==> src/rtl/gauss_pkg.sv <==
`default_nettype none
// +----------------------------------------------------------------------------+
// | gauss_pkg : kernel weights and arithmetic constants for the 3x3 blur        |
// | Rev 1.0                                                                    |
// +----------------------------------------------------------------------------+
package gauss_pkg;
  localparam int unsigned KERNEL_W [0:2][0:2] = '{'{1, 2, 1}, '{2, 4, 2}, '{1, 2, 1}};
  localparam int KERNEL_SHIFT = 4;
  localparam int ROUND_BIAS   = 8;

  function automatic int sum_width(input int pbw);
    return pbw + 4;
  endfunction
endpackage
`default_nettype wire

==> src/rtl/gaussian_filter_3x3_line_buffer.sv <==
`default_nettype none
// +----------------------------------------------------------------------------+
// | line_buffer : shift-enable delay line, dout = din from DEPTH enables ago    |
// | Rev 1.0                                                                    |
// +----------------------------------------------------------------------------+
module line_buffer #(
  parameter int WIDTH = 12,
  parameter int DEPTH = 20
) (
  input  logic             clk,
  input  logic             reset,
  input  logic             en,
  input  logic [WIDTH-1:0] din,
  output logic [WIDTH-1:0] dout
);
  logic [WIDTH-1:0] r_mem [DEPTH];

  always_ff @(posedge clk or negedge reset) begin
    if (!reset) begin
      for (int i = 0; i < DEPTH; i++) r_mem[i] <= '0;
    end else if (en) begin
      r_mem[0] <= din;
      for (int i = 1; i < DEPTH; i++) r_mem[i] <= r_mem[i-1];
    end
  end

  assign dout = r_mem[DEPTH-1];
endmodule
`default_nettype wire

==> src/rtl/gaussian_filter_3x3.sv <==
`default_nettype none
// +----------------------------------------------------------------------------+
// | gaussian_filter_3x3 : streaming valid-region 3x3 Gaussian blur, rounded     |
// | Rev 1.0                                                                    |
// +----------------------------------------------------------------------------+
module gaussian_filter_3x3
  import gauss_pkg::*;
#(
  parameter int PIXEL_BIT_WIDTH  = 12,
  parameter int IMG_ROWS         = 20,
  parameter int IMG_COLS         = 20,
  parameter int IMG_ROW_BITWIDTH = 10,
  parameter int IMG_COL_BITWIDTH = 10
) (
  input  logic                       clk,
  input  logic                       reset,
  input  logic [PIXEL_BIT_WIDTH-1:0] pixel_in_TDATA,
  input  logic                       pixel_in_TVALID,
  output logic                       pixel_in_TREADY,
  output logic [PIXEL_BIT_WIDTH-1:0] pixel_out_TDATA,
  output logic                       pixel_out_TVALID,
  input  logic                       pixel_out_TREADY,
  output logic                       pixel_out_TLAST
);
  localparam int c_SUM_W = sum_width(PIXEL_BIT_WIDTH);
  localparam logic [IMG_COL_BITWIDTH-1:0] c_LAST_COL = IMG_COL_BITWIDTH'(IMG_COLS - 1);
  localparam logic [IMG_ROW_BITWIDTH-1:0] c_LAST_ROW = IMG_ROW_BITWIDTH'(IMG_ROWS - 1);

  logic [IMG_COL_BITWIDTH-1:0] r_col;
  logic [IMG_ROW_BITWIDTH-1:0] r_row;
  logic [PIXEL_BIT_WIDTH-1:0]  r_win      [3][3];
  logic [PIXEL_BIT_WIDTH-1:0]  w_win_next [3][3];
  logic [PIXEL_BIT_WIDTH-1:0]  w_lb1_out, w_lb2_out, w_pix;
  logic [c_SUM_W-1:0]          w_sum, w_round;
  logic [PIXEL_BIT_WIDTH-1:0]  r_data;
  logic                        r_valid, r_last;
  logic                        w_acc, w_emit, w_col_end, w_row_end;

  assign pixel_in_TREADY = ~r_valid | pixel_out_TREADY;
  assign w_acc     = pixel_in_TVALID & pixel_in_TREADY;
  assign w_col_end = (r_col == c_LAST_COL);
  assign w_row_end = (r_row == c_LAST_ROW);
  assign w_emit    = w_acc && (r_row >= IMG_ROW_BITWIDTH'(2)) && (r_col >= IMG_COL_BITWIDTH'(2));

  // lb1 holds row r-1, lb2 (fed from lb1) holds row r-2
  line_buffer #(.WIDTH(PIXEL_BIT_WIDTH), .DEPTH(IMG_COLS)) u_lb1 (
    .clk(clk), .reset(reset), .en(w_acc), .din(pixel_in_TDATA), .dout(w_lb1_out)
  );
  line_buffer #(.WIDTH(PIXEL_BIT_WIDTH), .DEPTH(IMG_COLS)) u_lb2 (
    .clk(clk), .reset(reset), .en(w_acc), .din(w_lb1_out), .dout(w_lb2_out)
  );

  always_comb begin
    for (int i = 0; i < 3; i++) begin
      w_win_next[i][0] = r_win[i][1];
      w_win_next[i][1] = r_win[i][2];
    end
    w_win_next[0][2] = w_lb2_out;
    w_win_next[1][2] = w_lb1_out;
    w_win_next[2][2] = pixel_in_TDATA;
  end

  always_comb begin
    w_sum = '0;
    for (int i = 0; i < 3; i++)
      for (int j = 0; j < 3; j++)
        w_sum = w_sum + c_SUM_W'(KERNEL_W[i][j] * w_win_next[i][j]);
  end

  assign w_round = w_sum + c_SUM_W'(ROUND_BIAS);
  assign w_pix   = PIXEL_BIT_WIDTH'(w_round >> KERNEL_SHIFT);

  always_ff @(posedge clk or negedge reset) begin
    if (!reset) begin
      r_col <= '0;
      r_row <= '0;
      for (int i = 0; i < 3; i++)
        for (int j = 0; j < 3; j++) r_win[i][j] <= '0;
    end else if (w_acc) begin
      for (int i = 0; i < 3; i++)
        for (int j = 0; j < 3; j++) r_win[i][j] <= w_win_next[i][j];
      if (w_col_end) begin
        r_col <= '0;
        r_row <= w_row_end ? '0 : r_row + 1'b1;
      end else begin
        r_col <= r_col + 1'b1;
      end
    end
  end

  always_ff @(posedge clk or negedge reset) begin
    if (!reset) begin
      r_data  <= '0;
      r_valid <= 1'b0;
      r_last  <= 1'b0;
    end else if (w_emit) begin
      r_data  <= w_pix;
      r_valid <= 1'b1;
      r_last  <= w_col_end & w_row_end;
    end else if (pixel_out_TREADY) begin
      r_valid <= 1'b0;
      r_last  <= 1'b0;
    end
  end

  assign pixel_out_TDATA  = r_data;
  assign pixel_out_TVALID = r_valid;
  assign pixel_out_TLAST  = r_last;
endmodule
`default_nettype wire

==> config.mk <==
export PLATFORM = sky130hd
export DESIGN_NAME = gaussian_filter_3x3
export DESIGN_NICKNAME = d
export VERILOG_FILES = /design/src/rtl/gauss_pkg.sv /design/src/rtl/gaussian_filter_3x3_line_buffer.sv /design/src/rtl/gaussian_filter_3x3.sv
export SDC_FILE = /design/constraint.sdc
export NUM_CORES = 1
export LEC_CHECK = 0
export ABC_AREA = 1
export CORE_MARGIN = 4
export CORE_UTILIZATION = 60
export DETAILED_ROUTE_END_ITERATION = 8
export GPL_TIMING_DRIVEN = 0
export PLACE_DENSITY = 0.77
export SYNTH_ARGS = -nofsm -noshare
export SYNTH_HDL_FRONTEND = slang
export SYNTH_SLANG_ARGS = --single-unit
export TNS_END_PERCENT = 1
==> constraint.sdc <==
create_clock -name clk -period 11.5 [get_ports clk]
set_input_delay 3.45 -clock clk [delete_from_list [all_inputs] [get_ports clk]]
set_output_delay 3.45 -clock clk [all_outputs]
set_load 0.03 [all_outputs]
# == Yosys cells after proc, flatten, opt, wreduce, memory -nomap -nowiden ==
# Index checks and enable logic that the tools add are counted.
# op_classes
reduce_logical,4
n_addsub,11
n_eq_ne,2
magnitude_cmp,2
muxes,5
bitwise_logic,4
# op_table
cell,count
$add A16 B12 Y16,2
$add A16 B13 Y16,2
$add A10 B1 Y10 const B,2
$eq A10 B5 Y1 const B,2
$ge A10 B2 Y1 const B,2
$mux W10,2
$add A15 B13 Y16,1
$add A16 B14 Y16,1
$add A16 B4 Y16 const B,1
$add A14 B12 Y15,1
$add A12 B13 Y14,1
$mux W1,3
$and A1 B1 Y1,2
$logic_and A1 B1 Y1,2
$reduce_and A2 Y1,1
$reduce_bool A2 Y1,1
$not A1 Y1,1
$or A1 B1 Y1,1
# word_totals
reg_bits,538
input_bits,16
wordCells,75
output_inout_bits,15

# == Longest topological paths before layout ==
# logic_depth
word_depth,9
mapped_depth,19
ltp_nobuf,19

# == Cells and area by module ==
# Synthesis repeated with hierarchy kept, for this count alone.
# hier_totals
cells_unflattened,2924
hier_area_um2,25804.7
# by_module_without_submodules
mod,seq_area_each_um2,instances,area_each_um2,cells_each
line_buffer,6005.8,2,9177.6,1026
gaussian_filter_3x3,2652.5,1,7449.6,872

# == Worst setup path after synthesis ==
# OpenSTA, ideal clock, no wires.
# synth_timing
path_kind,input to output
start,in pixel_out_TREADY
end,out pixel_in_TREADY
stages,2
arrival_time_ns,3.605
slack_ns,4.445
n_path_buf,0
t_required_ns,8.050
cell_sequence,inv_2 > nand2_4
# synth_via
elab_chain_len,1
# synth_lines
item,line_no,rtl
"start, declared",gaussian_filter_3x3.sv:22,"input logic pixel_out_TREADY,"
$or A1 B1 Y1,gaussian_filter_3x3.sv:39,assign pixel_in_TREADY = ~r_valid | pixel_out_TREADY;
"end, declared",gaussian_filter_3x3.sv:19,"output logic pixel_in_TREADY,"
# Every way passes these cells.

# == Worst setup path in the final report ==
# Same ends and word-level chain as after synthesis.

==> flow_summary.yaml <==
timing:
  skew_ps: 26.16
  final.period_utilization_pct: 71.10
  hold_violations: 0
  worst_slew_pin_slew_ps: 826.1
  final-setup-viol-count: 0
  relSlewSlack_pct: 44.92
  rsz0062_at_grt: "no"
  final_max_slew_viol_count: 0
  whs_ps: 463.8
  fin_crit_ps: 8176
  fmax_mhz: 122.3
final_layout:
  synthToLayoutAreaGrowth_pct: 11.94
  nets: 2826
  diodes: 0
  final_layout_size_suffix_gt1_share_pct: 7.768
  design_area_um2: 26390
  finalNonFillerCells: 3260
worst_setup_path:
  critPathMaxStageDelay_ps: 670
  cp_cell_sequence: "clkdlybuf4s50_1, inv_2, nand2_4, clkdlybuf4s50_1"
  slowest_stage: "clkdlybuf4s50_1"
  cpLargestDelayFamily: "buffers and inverters"
  rr_worst_depth: 17
  worst-path-buf-inv: 3
  critPathLaunchType: "primary input"
  timing.rr.end: "pixel_out_TDATA[11]"
  cpMostUsedCell: "clkdlybuf4s50_1"
  r2r-start: "r_win[17]"
  crit_type: "in2out"
  cp_data_required_time_ps: 8050
  rrSetupSlack_ps: 7470
  worstPathMaxFanout: 3
  cp_data_arrival_time_ps: 4730
  endpoint_kind: "output pin"
floorplan:
  core.rowCount: 72
  initial_core_util_pct: 60.86
  die_area_um2: 42530
  core-area_um2: 38740
  fp.dieH_um: 206.2
  fp.dieW_um: 206.2
  top_level_ports: 31
global_routing:
  grt_usage_pct: 24.81
  grt_pass1_wl_um: 85500
  antenna_found_initial: 0
  gr-total-overflow: 0
  grt_pass1_vias: 17240
  grt_max_degree: 124
clock_network:
  ctsHoldBuffers: 0
  clk_latency_ps: 600
  cts_root_buf: "clkbuf_16"
  path_clk_slew_ps: 60
  cts.repair.resized: 0
  cts.sinks: 538
  numCtsBuffers: 53
  cts_tree: "done"
  postCtsSetupBuffers: 0
  htreeDepth: 2
  clockBufferDepth: 3
hold_path:
  min_path_type: "reg2reg"
  hold_end: "u_lb2.r_mem[116]"
  hold_depth: 2
  holdCritStartpoint: "u_lb2.r_mem[128]"
drt:
  avgRoutedWirePerCell_um: 15.64
  antenna_left: 0
  drt_first_pass_iters: 6
  drtIter0Drc: 1424
  vias_per_cell: 5.212
  routed_wl_um: 50980
  num_vias: 16990
  drcViolationCount: 0
synth:
  synth_seq_area_share_pct: 57.10
  synth_cells: 2613
  async_flop_share_pct: 100.0
  avgSynthCellArea_um2: 9.023
  yosysTopAreaCellShare_pct: 57.10
  ys.warnings.count: 0
  synth_most_common_cell: "nand2_1"
  synth_top_area_cell: "dfrtp_1"
  synth.net_count: 2737
  synth_cell_types: 33
  ys_ff_latch: 538
  synth_edf_count: 0
  synth_area_um2: 23580
  synth_ff_type: "dfrtp_1"
  synth_commonest_cells: "nand2_1, dfrtp_1, inv_1"
  synthTopCellsByArea: "dfrtp_1, nand2_1, fa_1"
pwr:
  p_leak_nw: 14.23
  ir_drop_mv: 0.2668
  power_density_nw_per_um2: 272.1
outcome:
  outcome: "complete, no violations"
placed_design:
  place_inst: 3165
  gp_congestion: 0.8824
  place_area_um2: 24640
  dpl.hpwl_um: 35350
  port_buffers: 30
run:
  maxCapViolations: 0
[routing by layer]
| layer | vias to the layer above | share of wire, % | global-route usage (%) |
|---|---|---|---|
| met2 | 433 | 48 | 39.76 |
| met3 | 97 | 4.8 | 3.797 |
| met5 | - | 0 | 0 |
| li1 | 8047 | - | - |
| met4 | 0 | 2.4 | 6.725 |
| met1 | 8414 | 45 | 36.09 |
[layout make-up]
class / instances / area [µm²]
clock inverters: 13 / 135.1
fillers: 2859 / 12350
clock buffers: 82 / 1617
flip-flops and latches: 538 / 13460
well taps: 518 / 648.1
multi-input cells: 1700 / 8488
repair buffers: 34 / 415.4
plain buffers: 116 / 645.6
inverters: 259 / 979.7
[tightest hold or removal path, delay by kind of cell (launching register included)]
family,cells,cell delay (ps)
AND/OR/NAND/NOR,2,90
flip-flops,1,340
[worst max path at each step]
stage                           startpoint         endpoint  slack [ps]  cells after the start
final                     pixel_out_TREADY  pixel_in_TREADY        3320                      4
after global placement               reset  u_lb1.r_mem[68]      -15680                      1
after global routing      pixel_out_TREADY  pixel_in_TREADY        3290                      4
after CTS                 pixel_out_TREADY  pixel_in_TREADY        3320                      4
after floorplan           pixel_out_TREADY  pixel_in_TREADY        4450                      2
after detailed placement  pixel_out_TREADY  pixel_in_TREADY        3330                      4
[logic make-up after synthesis]
family | synth area share, %
simple gates | 22.50
fa+ha+maj | 8.311
compound gates | 4.559
buf+inv | 6.894
flops | 57.10
xor+xnor | 0.6315
[where the power goes]
group / leakage [nW] / total (mW) / switching, mW / internal [mW]
Sequential: 7.27 / 2.59 / 0.284 / 2.31
Combinational: 6.10 / 2.86 / 1.81 / 1.06
Clock: 0.862 / 1.73 / 0.718 / 1.01
Total: 14.2 / 7.18 / 2.81 / 4.37
[layout by cell type (no fill, tap or decap), drive strengths merged]
| master | synthesis | final |
|---|---|---|
| dfrtp | 538 | 538 |
| nor3 | 11 | 11 |
| clkbuf | 20 | 102 |
| inv | 259 | 259 |
| xnor2 | 5 | 5 |
| clkdlybuf4s50 | 0 | 29 |
| clkinvlp | 0 | 2 |
| nor4 | 3 | 3 |
| nor3b | 1 | 1 |
| buf | 96 | 101 |
| a22o | 1 | 1 |
| o21ai | 204 | 204 |
| nand4 | 5 | 5 |
| xor2 | 12 | 12 |
| nand3b | 3 | 3 |
| bufinv | 0 | 2 |
| clkinv | 0 | 9 |
| nor2 | 33 | 33 |
| and2 | 1 | 1 |
| ha | 27 | 27 |
| fa | 81 | 81 |
| a21oi | 9 | 9 |
| nand2 | 1270 | 1270 |
| nand3 | 34 | 34 |
[metrics by stage]
step	util, %	setup TNS, ps	total power [mW]	worst slack, ps
floorplan	-	0	4.666	4445
finish	68.13	0	7.182	3324
detailed placement	63.61	0	5.419	3329
global route	68.13	0	7.752	3285
global placement	63.31	-8407560	5.334	-15680
CTS	68.13	0	7.190	3322
[registers in the layout, indices dropped and copies added, names as in the netlist]
register          flops
pixel_out_TDATA      12
u_lb1.dout           12
pixel_out_TLAST       1
u_lb2.r_mem         204
u_lb1.r_mem         204
r_col                10
r_win                72
pixel_out_TVALID      1
u_lb2.dout           12
r_row                10
(Power assumes the default switching activity.)
